$ cat src/rtl/pipeline_exec_ctrl_pkg.sv
// Shared definitions for the pipeline run/step/halt sequencer:
// halt opcode default, command encodings and sequencer state encodings.
package pipeline_exec_ctrl_pkg;

    localparam logic [5:0] HALT_OPCODE_DEF = 6'h3F;

    typedef enum logic [1:0] {
        CMD_NOP  = 2'b00,
        CMD_RUN  = 2'b01,
        CMD_STEP = 2'b10,
        CMD_HALT = 2'b11   // HALT in RUN, CLEAR in IDLE/HALTED
    } cmd_op_t;

    typedef enum logic [2:0] {
        ST_IDLE   = 3'd0,
        ST_RUN    = 3'd1,
        ST_STEP   = 3'd2,
        ST_DRAIN  = 3'd3,
        ST_HALTED = 3'd4
    } state_t;

    // States in which the pipeline registers advance.
    function automatic logic is_enabled_state(input state_t s);
        return (s == ST_RUN) || (s == ST_STEP) || (s == ST_DRAIN);
    endfunction

endpackage

$ cat src/rtl/pipeline_exec_ctrl_sat_counter.sv
// Saturating up-counter: clears on reset or clr, increments on inc,
// and sticks at all-ones instead of wrapping.
module sat_counter #(
    parameter int W = 32
) (
    input  logic         clk,
    input  logic         reset,
    input  logic         clr,
    input  logic         inc,
    output logic [W-1:0] q
);

    // Clear has priority over increment; hold at all-ones.
    always_ff @(posedge clk) begin
        if (reset || clr) begin
            q <= '0;
        end else if (inc && (q != {W{1'b1}})) begin
            q <= q + W'(1);
        end
    end

endmodule

$ cat src/rtl/pipeline_exec_ctrl.sv
// Run/step/halt sequencer for the 5-stage pipeline. Gates the pipeline and
// PC enables, detects the halt word at IF, drains in-flight instructions,
// parks the core and counts enabled cycles.
//
// Command handshake: a command transfers on a clock edge where
// cmd_valid && cmd_ready. cmd_ready depends only on the current state
// (high in IDLE, RUN, HALTED). When cmd_ready is low the command is not
// consumed and the source must keep cmd_valid/cmd_op stable.
module pipeline_exec_ctrl
    import pipeline_exec_ctrl_pkg::*;
#(
    parameter int         CYCLE_W      = 32,
    parameter int         DRAIN_CYCLES = 4,
    parameter logic [5:0] HALT_OPCODE  = HALT_OPCODE_DEF
) (
    input  logic               clk,
    input  logic               reset,
    input  logic               cmd_valid,
    output logic               cmd_ready,
    input  logic [1:0]         cmd_op,
    input  logic [31:0]        instr_IF,
    output logic               pipe_en,
    output logic               pc_en,
    output logic               pipe_reset,
    output logic               busy,
    output logic               halted,
    output logic               done_pulse,
    output logic [CYCLE_W-1:0] cycle_count,
    output state_t             dbg_state
);

    localparam int DW = (DRAIN_CYCLES > 1) ? $clog2(DRAIN_CYCLES) : 1;
    localparam logic [DW-1:0] DRAIN_LOAD = DW'(DRAIN_CYCLES - 1);

    state_t        state, state_nxt;
    logic [DW-1:0] drain_cnt, drain_nxt;
    logic          pipe_reset_nxt;
    logic          hit;
    logic          cmd_acc;
    cmd_op_t       op;
    logic          unused_instr_bits;

    assign unused_instr_bits = ^instr_IF[25:0];
    assign dbg_state         = state;

    // Enables and ready are decoded straight from the current state.
    always_comb begin
        hit       = (instr_IF[31:26] == HALT_OPCODE);
        pipe_en   = is_enabled_state(state);
        pc_en     = pipe_en && !hit && (state != ST_DRAIN);
        cmd_ready = (state == ST_IDLE) || (state == ST_RUN) || (state == ST_HALTED);
        cmd_acc   = cmd_valid && cmd_ready;
        op        = cmd_op_t'(cmd_op);
    end

    // Next-state, drain counter load/decrement and soft-reset request.
    always_comb begin
        state_nxt      = state;
        drain_nxt      = drain_cnt;
        pipe_reset_nxt = 1'b0;
        case (state)
            ST_IDLE: begin
                if (cmd_acc) begin
                    case (op)
                        CMD_RUN:  state_nxt = ST_RUN;
                        CMD_STEP: state_nxt = ST_STEP;
                        CMD_HALT: pipe_reset_nxt = 1'b1;
                        default:  state_nxt = ST_IDLE;
                    endcase
                end
            end
            ST_RUN: begin
                // Halt word and HALT command together still load the counter once.
                if (hit || (cmd_acc && (op == CMD_HALT))) begin
                    state_nxt = ST_DRAIN;
                    drain_nxt = DRAIN_LOAD;
                end
            end
            ST_STEP: begin
                if (hit) begin
                    state_nxt = ST_DRAIN;
                    drain_nxt = DRAIN_LOAD;
                end else begin
                    state_nxt = ST_IDLE;
                end
            end
            ST_DRAIN: begin
                if (drain_cnt == '0) begin
                    state_nxt = ST_HALTED;
                end else begin
                    drain_nxt = drain_cnt - DW'(1);
                end
            end
            ST_HALTED: begin
                if (cmd_acc && (op == CMD_HALT)) begin
                    state_nxt      = ST_IDLE;
                    pipe_reset_nxt = 1'b1;
                end
            end
            default: begin
                state_nxt = ST_IDLE;
            end
        endcase
    end

    // State and drain counter registers.
    always_ff @(posedge clk) begin
        if (reset) begin
            state     <= ST_IDLE;
            drain_cnt <= '0;
        end else begin
            state     <= state_nxt;
            drain_cnt <= drain_nxt;
        end
    end

    // Status outputs registered from the next state so they line up with it.
    always_ff @(posedge clk) begin
        if (reset) begin
            pipe_reset <= 1'b0;
            busy       <= 1'b0;
            halted     <= 1'b0;
            done_pulse <= 1'b0;
        end else begin
            pipe_reset <= pipe_reset_nxt;
            busy       <= is_enabled_state(state_nxt);
            halted     <= (state_nxt == ST_HALTED);
            done_pulse <= (state_nxt == ST_HALTED) && (state != ST_HALTED);
        end
    end

    sat_counter #(
        .W(CYCLE_W)
    ) u_cycle_count (
        .clk  (clk),
        .reset(reset),
        .clr  (pipe_reset_nxt),
        .inc  (pipe_en),
        .q    (cycle_count)
    );

endmodule

$ cat config.mk
export PLATFORM = sky130hd
export DESIGN_NAME = pipeline_exec_ctrl
export DESIGN_NICKNAME = d
export VERILOG_FILES = /design/src/rtl/pipeline_exec_ctrl_pkg.sv /design/src/rtl/pipeline_exec_ctrl_sat_counter.sv /design/src/rtl/pipeline_exec_ctrl.sv
export SDC_FILE = /design/constraint.sdc
export NUM_CORES = 1
export LEC_CHECK = 0
export CORE_ASPECT_RATIO = 0.8
export CORE_UTILIZATION = 35
export CTS_CLUSTER_SIZE = 28
export DETAILED_ROUTE_END_ITERATION = 16
export PLACE_DENSITY_LB_ADDON = 0.1
export SYNTH_ARGS = -nofsm -noshare
export SYNTH_HDL_FRONTEND = slang
export SYNTH_SLANG_ARGS = --single-unit
$ cat constraint.sdc
create_clock -name clk -period 6 [get_ports clk]
set_clock_uncertainty 0.2 [all_clocks]
set_input_delay 1.2 -clock clk [delete_from_list [all_inputs] [get_ports clk]]
set_output_delay 1.2 -clock clk [all_outputs]
set_load 0.05 [all_outputs]
Word-level counts from Yosys, hierarchy flattened:

Cells that the tools add are included.

* output and inout port bits: 42
* input bits: 37
* bits in registers: 41
* word-level logic and storage cells: 61

* add/subtract/negate cells: 2
* eq/ne operators: 18
* reduce and logical (&&, ||, !) cells: 19
* muxes and demuxes: 15

Operators with widths (count)
* $add 32x1->32 const B: 1
* $ne 32x32->1 const B: 1
* $pmux 3 s5: 1
* $eq 3x2->1 const B: 4
* $mux 3: 4
* $pmux 3 s3: 1
* $logic_or 1x1->1: 8
* $mux 2: 4
* $eq 3x1->1 const B: 2
* $eq 3x3->1 const B: 2
* $eq 6x6->1 const B: 1
* $logic_and 1x1->1: 6
* $pmux 2 s3: 1
* $eq 2x2->1 const B: 2
* $ne 2x2->1 const B: 2
* $reduce_and 4->1: 1
* $logic_not 3->1: 1
* $mux 1: 3
* $ne 3x2->1 const B: 1
* $ne 3x3->1 const B: 1
* $reduce_bool 3->1: 1
* $eq 2x1->1 const B: 1
* $logic_not 2->1: 1
* $ne 2x1->1 const B: 1
* other kinds (3): 3

Longest topological paths before layout:

Gate-level depths: netlist of run 1.

* depth in word-level cells: 11
* depth in mapped cells: 8
* mapped depth without buffers: 7

Hierarchy:

Synthesis of run 1 repeated with hierarchy kept, for this count alone.

* cells, all modules: 245
* area total of the unflattened synthesis: 2214.6 sq um

Modules (own cells, without submodules)
* sat_counter: area an instance 1681.6 sq um, cells each 189, instances 1, sequential area each 640.6 sq um
* pipeline_exec_ctrl: area an instance 533.0 sq um, cells each 56, instances 1, sequential area each 180.2 sq um

Worst setup path before layout of run 1:

OpenSTA, ideal clock, no wires.

* kind: input to output
* from: input instr_IF[29]
* to: output pc_en
* buffers on the path: 0
* slack: 2.695 ns
* cell stages on the path: 3
* data required time: 4.600 ns
* arrival: 1.905 ns
* path through: nand4_1 -> or2_2 -> and3b_1

* cells in the longest elaborated chain, start to end: 4

RTL lines
* from (decl): RTL line pipeline_exec_ctrl.sv:21 `input logic [31:0] instr_IF,`
* $eq 6x6->1: RTL line pipeline_exec_ctrl.sv:48 `hit = (instr_IF[31:26] == HALT_OPCODE);`
* $logic_not 1->1: RTL line pipeline_exec_ctrl.sv:50 `pc_en = pipe_en && !hit && (state != ST_DRAIN);`
* $logic_and 1x1->1 (2 in a row): RTL line pipeline_exec_ctrl.sv:50
* to (decl): RTL line pipeline_exec_ctrl.sv:23 `output logic pc_en,`

Every way passes these cells.

Worst setup path in the final report of run 1:

Ends and elaborated chain as after synthesis.

==> impl_results.md, run 1 <==
- Status: finished, final reports clean
- Total Routing Usage GR: 17.0%
- CP max stage delay: 0.70 ns
- Family with the most delay on the worst path: buffers and inverters
- DR iter-0 viols: 105
- Simple-gate area share of the yosys netlist: 33.6%
- Drt wl/cell: 13.6 µm
- Skew-Pair Late Insertion Delay: 0.29 ns
- M3 GR Usage: 4.03%
- Max IR drop VDD: slightly below 80 µV
- Sinks on Clock Net: 41
- Placed Area: roughly 0.0027 mm²
- Syn_area_per_cell: 8.18 µm²
- DR pass1 iterations: 4
- Max_cap viols: 0
- DR vias/cell: 5.38
- Total CTS buffers: 5
- Vias: 2043
- Root Buffer: clkbuf_8
- CP most frequent cell: clkdlybuf4s50_1
- WP data arrival: 2.94 ns
- CP required: 4.60 ns
- Max-slew headroom: 25.5%
- Initial antenna violation count: 0
- Design Area, Final: 0.00275 mm²
- Gr busiest metal: met1
- Slowest stage cell, crit path: clkdlybuf4s50_1
- Post-CTS setup buffers: 0
- CP Max Fanout: 2
- Count of hold-fix buffers inserted at cts: 0
- Finished Core Util: 49.0%
- TritonCTS clock tree: built
- Vias in the first global route: about 1800
- Period minus WS final: ~4.3 ns
- Met1 Use GR: 25.7%
- Cell count after synthesis: approximately 260
- Post-cts resize count: 0
- Final setup viols: 0
- Critical path depth in cells: 5
- Chip Width: 88.6 µm
- GRT overflow: 0
- Post-synthesis sequential area ratio: 39.0%
- RePlAce Congestion: 0.764
- Synth Warn #: 0
- Global-route wire length before repair: 8440 µm
- Fmax: roughly 230 MHz
- Unrepaired setup endpoints after global routing: no
- Largest family of logic cells by synthesized area: simple AND/OR/NAND/NOR gates
- Seq cells post-synth: 41
- GRT met2 Usage: 23.9%
- Share of cells above drive strength 1: 4.97%
- Synthesized area: 0.00210 mm²
- P per Cell Area: 187 mW/mm²
- Reg2reg path depth: 6
- Lkg Pwr: between 0.8 and 0.9 nW
- IO Port Bufs: between 50 and 60
- Synthesized Nets: about 300
- Largest net degree at the start of global routing: 39
- Distinct cell type count after synthesis: 47
- Clk slew on worst S/H paths: 0.08 ns
- Adder-Cell Fraction of Synth Area: between 1 and 1.5%
- Setup TNS: 0 ns
- CP Launch Type: input port
- Die ar.: 0.00632 mm²
- Crit end category: output pin
- CP Class: in -> out
- P&R area growth vs syn: 30.8%
- R2R Setup Slk: 3.06 ns
- Post-Synth XOR/XNOR Area: 1.67%
- Mux contribution to synthesized area: less than 1%
- Final period util: between 70% and 80%
- Nets: 341
- HP Class: reg -> reg
- Post-DP HPWL: 3550 µm
- Total number of H-tree levels: 2
- Initial Util: 37.4%
- Worst-path cell chain: clkdlybuf4s50_1, nand4_1, or2_2, and3b_1, clkdlybuf4s50_1
- Fin. max-slew vios: 0
- Hold Vio Cnt, Final: 0
- Worst hold path stage count: 1
- Synth Area in Compound Gates: 19.5%
- Clock Path Buffers: 2
- Detail Route Antenna Nets: 0
- Row Count: 24
- WP buf/inv: 2
- I/O pins: 79
- Worst-margin pin slew: 1.12 ns
- Inserted Diodes: 0
- Total Wirelength: 5150 µm
- Total core area: 0.00562 mm²
- Chip height: 71.3 µm
- DRC: 0
-- sequential cells by signal, summed over array words and instances, names as in the netlist --
| register | cells |
|---|---|
| u_cycle_count.q | 32 |
| dbg_state | 3 |
| drain_cnt | 2 |
| busy | 1 |
| done_pulse | 1 |
| halted | 1 |
| pipe_reset | 1 |
-- report_power, final --
| part | internal, W | switching [W] | leakage [nW] | total (W) |
|---|---|---|---|---|
| clock | 0.0000914 | 0.0000925 | 0.0443 | 0.000184 |
| sequential | 0.000274 | 0.00000363 | 0.331 | 0.000278 |
| combinational | 0.0000184 | 0.0000336 | 0.484 | 0.0000519 |
| total | 0.000384 | 0.000130 | 0.859 | 0.000514 |
-- layout by cell type (no fill, tap or decap), types with 2 or more instances in the layout --
master           count
nand4_1             15
and4_1               4
xor2_1               3
or2_2                2
a31oi_1              2
nor2_1              16
nor3_1               4
nand2_1             25
o21ai_0             12
o31ai_1              8
nand3_1              7
ha_1                 2
or4_1               14
clkdlybuf4s50_1     52
a211oi_1             4
dfxtp_1             41
o211ai_1             5
inv_1                9
and2_1               3
nor4_1               4
nand2b_1             2
or3_1               12
o21a_1               3
a21oi_1             21
clkbuf_8             6
o31a_1               2
and3_1               3
-- synth_stat cells (all sizes together) --
master	n	area share (%)
a31oi	2	0.60
nand2b	2	0.60
a21oi	21	5.0
and2	3	0.89
nor2	16	2.9
o31a	3	1.3
o2111ai	1	0.42
a21bo	1	0.48
o21ai	12	2.9
o41a	1	0.54
a211oi	4	1.4
dfxtp	41	39
or4	14	5.0
and3	3	0.89
nand4b	1	0.42
a211o	1	0.42
ha	2	1.2
nor3	5	1.4
nand2	25	4.5
and3b	1	0.42
or3	12	3.6
xnor2	1	0.42
nand3	7	1.7
o211ai	5	1.8
mux2i	1	0.48
o31ai	8	2.9
nand4	16	5.1
nor4	5	1.8
and4	5	2.1
nor2b	1	0.30
xor2	3	1.3
inv	9	1.6
o21bai	1	0.36
clkbuf	8	1.4
nor4bb	1	0.48
buf	6	1.4
a41oi	1	0.42
nor4b	1	0.42
or2	3	0.89
o21a	3	1.1
nand3b	1	0.36
-- logic make-up after synthesis --
logic type | count (synthesis)
flops | 41
fa+ha+maj | 2
buf+inv | 23
simple gates | 122
xor+xnor | 4
compound gates | 64
mux | 1
-- metrics by stage --
step | hold slack (ns) | total power, W | instances | setup WS [ns]
2_1_floorplan | 0.237 | 0.000317 | 257 | 2.70
3_3_place_gp | 0.255 | 0.000336 | 373 | 1.64
3_5_place_dp | 0.258 | 0.000336 | 373 | 1.65
4_1_cts | 0.276 | 0.000523 | 380 | 1.66
5_1_grt | 0.315 | 0.000539 | 380 | 1.60
6_report | 0.277 | 0.000514 | 380 | 1.66
-- cell type report --
class,count,area [µm²]
clock buffers,7,86.3
repair buffers,52,520
inverters,9,33.8
fillers,536,2870
flip-flops and latches,41,821
multi-input cells,193,1190
well taps,78,97.6
-- metal layers --
metal	part of all wire, %	vias up
li1	-	1064
met1	54	943
met2	42	32
met3	3.3	4
met4	0.68	0
met5	0	-
-- worst paths after layout --
path / start / endpoint
min: drain_cnt[0] / drain_cnt[0]
min reg2reg: drain_cnt[0] / drain_cnt[0]
max reg2reg: u_cycle_count.q[0] / u_cycle_count.q[19]
max: instr_IF[29] / pc_en
-- worst reg2reg max path, delay by kind of cell, from the launching register on --
kind                       cells  cell delay (ns)
adders and majority gates      1             0.29
DFF                            1             0.42
and+or+nand+nor                3             1.55
AOI/OAI and AO/OA              2             0.40
Note: power is estimated with default switching activity, not from simulation.
==> run 2: changes to the inputs <==
clock period = 3.7 ns   (was 6 ns; I/O delays follow)
==> run 2 against run 1 <==
Against the previous run:
- non-clock buffer count up 3
- hold slack lost 0.0045 ns
- clock-buffer cell count decreased by 1
- die area is the same
- sequential share of layout area is 0.34 points lower
- flip-flop and latch count stayed put
- setup slack worse by 1.4 ns
- register-to-register slack worse by 2.0 ns
- combinational power rose by 68%
- routed wire length grew 2.3%
- via count grew 1.9%
- cell count up 1.1%
==> impl_results.md, run 2 (synthesis results as in run 1) <==
- Status: finished, final reports clean
- P per Cell Area: 296 mW/mm²
- Chip Width: around 89 µm
- Fin. max-slew vios: 0
- Fmax: 294 MHz
- Lkg Pwr: between 0.8 and 0.9 nW
- DRC: 0
- Total core area: about 0.0056 mm²
- CP Class: in -> out
- Sinks on Clock Net: 41
- Seq pwr share: 54.7%
- Row Count: 24
- Chip height: 71.3 µm
- Total Routing Usage GR: 18.5%
- Hold Vio Cnt, Final: 0
- WP data arrival: 2.47 ns
- Largest net degree at the start of global routing: 29
- Root Buffer: clkbuf_8
- IO Port Bufs: 52
- Vias: 2081
- Final period util: roughly 92%
- Unrepaired setup endpoints after global routing: no
- Post-CTS setup buffers: 0
- Total CTS buffers: 5
- Post-DP HPWL: approximately 3700 µm
- Count of hold-fix buffers inserted at cts: 0
- Vias in the first global route: 1952
- CP Max Fanout: 2
- Max IR drop VDD: roughly 160 µV
- Clock Path Buffers: 2
- Crit end category: output pin
- DR iter-0 viols: 66
- CP max stage delay: between 0.6 and 0.7 ns
- Total number of H-tree levels: 2
- Worst-path cell chain: clkdlybuf4s50_1, nand4_1, or2_2, and3b_1, clkdlybuf4s50_1
- Fill count: 564
- Die ar.: 0.00632 mm²
- P_int: 0.000607 W
- Inserted Diodes: 0
- Setup TNS: 0 ns
- Final setup viols: 0
- Max_cap viols: 0
- DR pass1 iterations: 4
- Top reg by flops: u_cycle_count.q
- Slowest stage cell, crit path: clkdlybuf4s50_1
- Total Wirelength: 5270 µm
- Most common cell after layout, fill and taps aside: clkdlybuf4s50_1
- Family with the most delay on the worst path: buffers and inverters
- TritonCTS clock tree: built
- CP most frequent cell: clkdlybuf4s50_1
- CP required: ~2.8 ns
- Pre-CTS WS: 0.287 ns
- Share of cells above drive strength 1: around 6.2%
- Switching pwr: 0.000217 W
- CP Launch Type: input port
- Detail Route Antenna Nets: 0
- PnR worst setup slack: 0.295 ns
- Comb power frac: 10.6%
- Worst-margin pin slew: 0.705 ns
- Post-cts resize count: 0
- WP buf/inv: 2
- DR vias/cell: between 5 and 6
- Switching share of power: a little over a quarter
- Commonest cells after routing, fill and taps aside: clkdlybuf4s50_1, dfxtp_1, nand2_1, a21oi_1, nor2_1
- HP Class: reg -> reg
- Max reg flops: 32
- Initial antenna violation count: 0
- Clk slew on worst S/H paths: 0.08 ns
- Skew-Pair Late Insertion Delay: 0.29 ns
- Drt wl/cell: 13.7 µm
- GRT overflow: 0
- Nets: 344
- Clock share of power: roughly a third
- Max-slew headroom: 52.3%
- P&R area growth vs syn: 32.3%
- RePlAce Congestion: just over 0.7
- Period minus WS final: between 3 and 4 ns
- Global-route wire length before repair: 9070 µm
- Initial Util: 37.4%
- I/O pins: 79
run 2: cell count changes in the layout (fill, tap and decap cells not counted), sizes merged:
cell,change
buf,+3
clkbuf,-1
clkinv,+2
run 2: worst register-to-register path, cell delays in order (launching register included):
cell     delay, ns
dfxtp_1       0.41
ha_1          0.30
nand2_1       0.10
nor4_1        0.45
and3_1        0.63
buf_12        0.23
nor4_1        0.07
o21a_1        0.17
run 2: per-layer routing:
| layer | track usage [%] | part of all wire, % | wire (µm) |
|---|---|---|---|
| met1 | 26.2 | 52 | 2760 |
| met2 | 27.6 | 44 | 2300 |
| met3 | 5.07 | 3.0 | 159 |
| met4 | 4.84 | 1.0 | 54 |
| met5 | 0 | 0 | 0 |
run 2: final timing paths:
kind	startpoint	endpoint	slack, ns	cells past startpoint
worst max register to register	u_cycle_count.q[0]	u_cycle_count.q[3]	1.06	7
worst min register to register	drain_cnt[0]	drain_cnt[0]	0.27	1
worst min-delay path	drain_cnt[0]	drain_cnt[0]	0.27	1
worst max-delay path	instr_IF[29]	pc_en	0.29	5
run 2: power groups by stage:
stage               logic [W]  clock network [W]  registers [W]
CTS                 0.0000875           0.000300       0.000451
finish              0.0000870           0.000286       0.000451
detailed placement  0.0000872                  0       0.000461
global route        0.0000944           0.000322       0.000452
global placement    0.0000870                  0       0.000461
floorplan           0.0000442                  0       0.000470
run 2: per-stage QoR:
stage          total power, W  hold slack (ns)  utilization (%)  cells  cell area [µm²]
2_1_floorplan        0.000515            0.237                -    257             2100
3_3_place_gp         0.000548            0.255             48.1    376             2700
3_5_place_dp         0.000549            0.262             48.1    376             2700
4_1_cts              0.000838            0.274             49.5    384             2780
5_1_grt              0.000868            0.329             49.5    384             2780
6_report             0.000824            0.272             49.5    384             2780
run 2: layout make-up:
type,instances,area (µm²),area share [%]
clock buffer,6,72.6,2.61
tap,78,97.6,3.51
inverter,9,33.8,1.21
timing repair buffer,55,556,20.0
sequential,41,821,29.5
multi-input combinational,193,1190,42.8
clock inverter,2,10.0,0.360
==> run 3: changes to the inputs <==
CTS_CLUSTER_SIZE = 12   (was 28)
==> results of run 3 <==
Same layout as run 2: the final DEF is identical, and so are final timing and power.
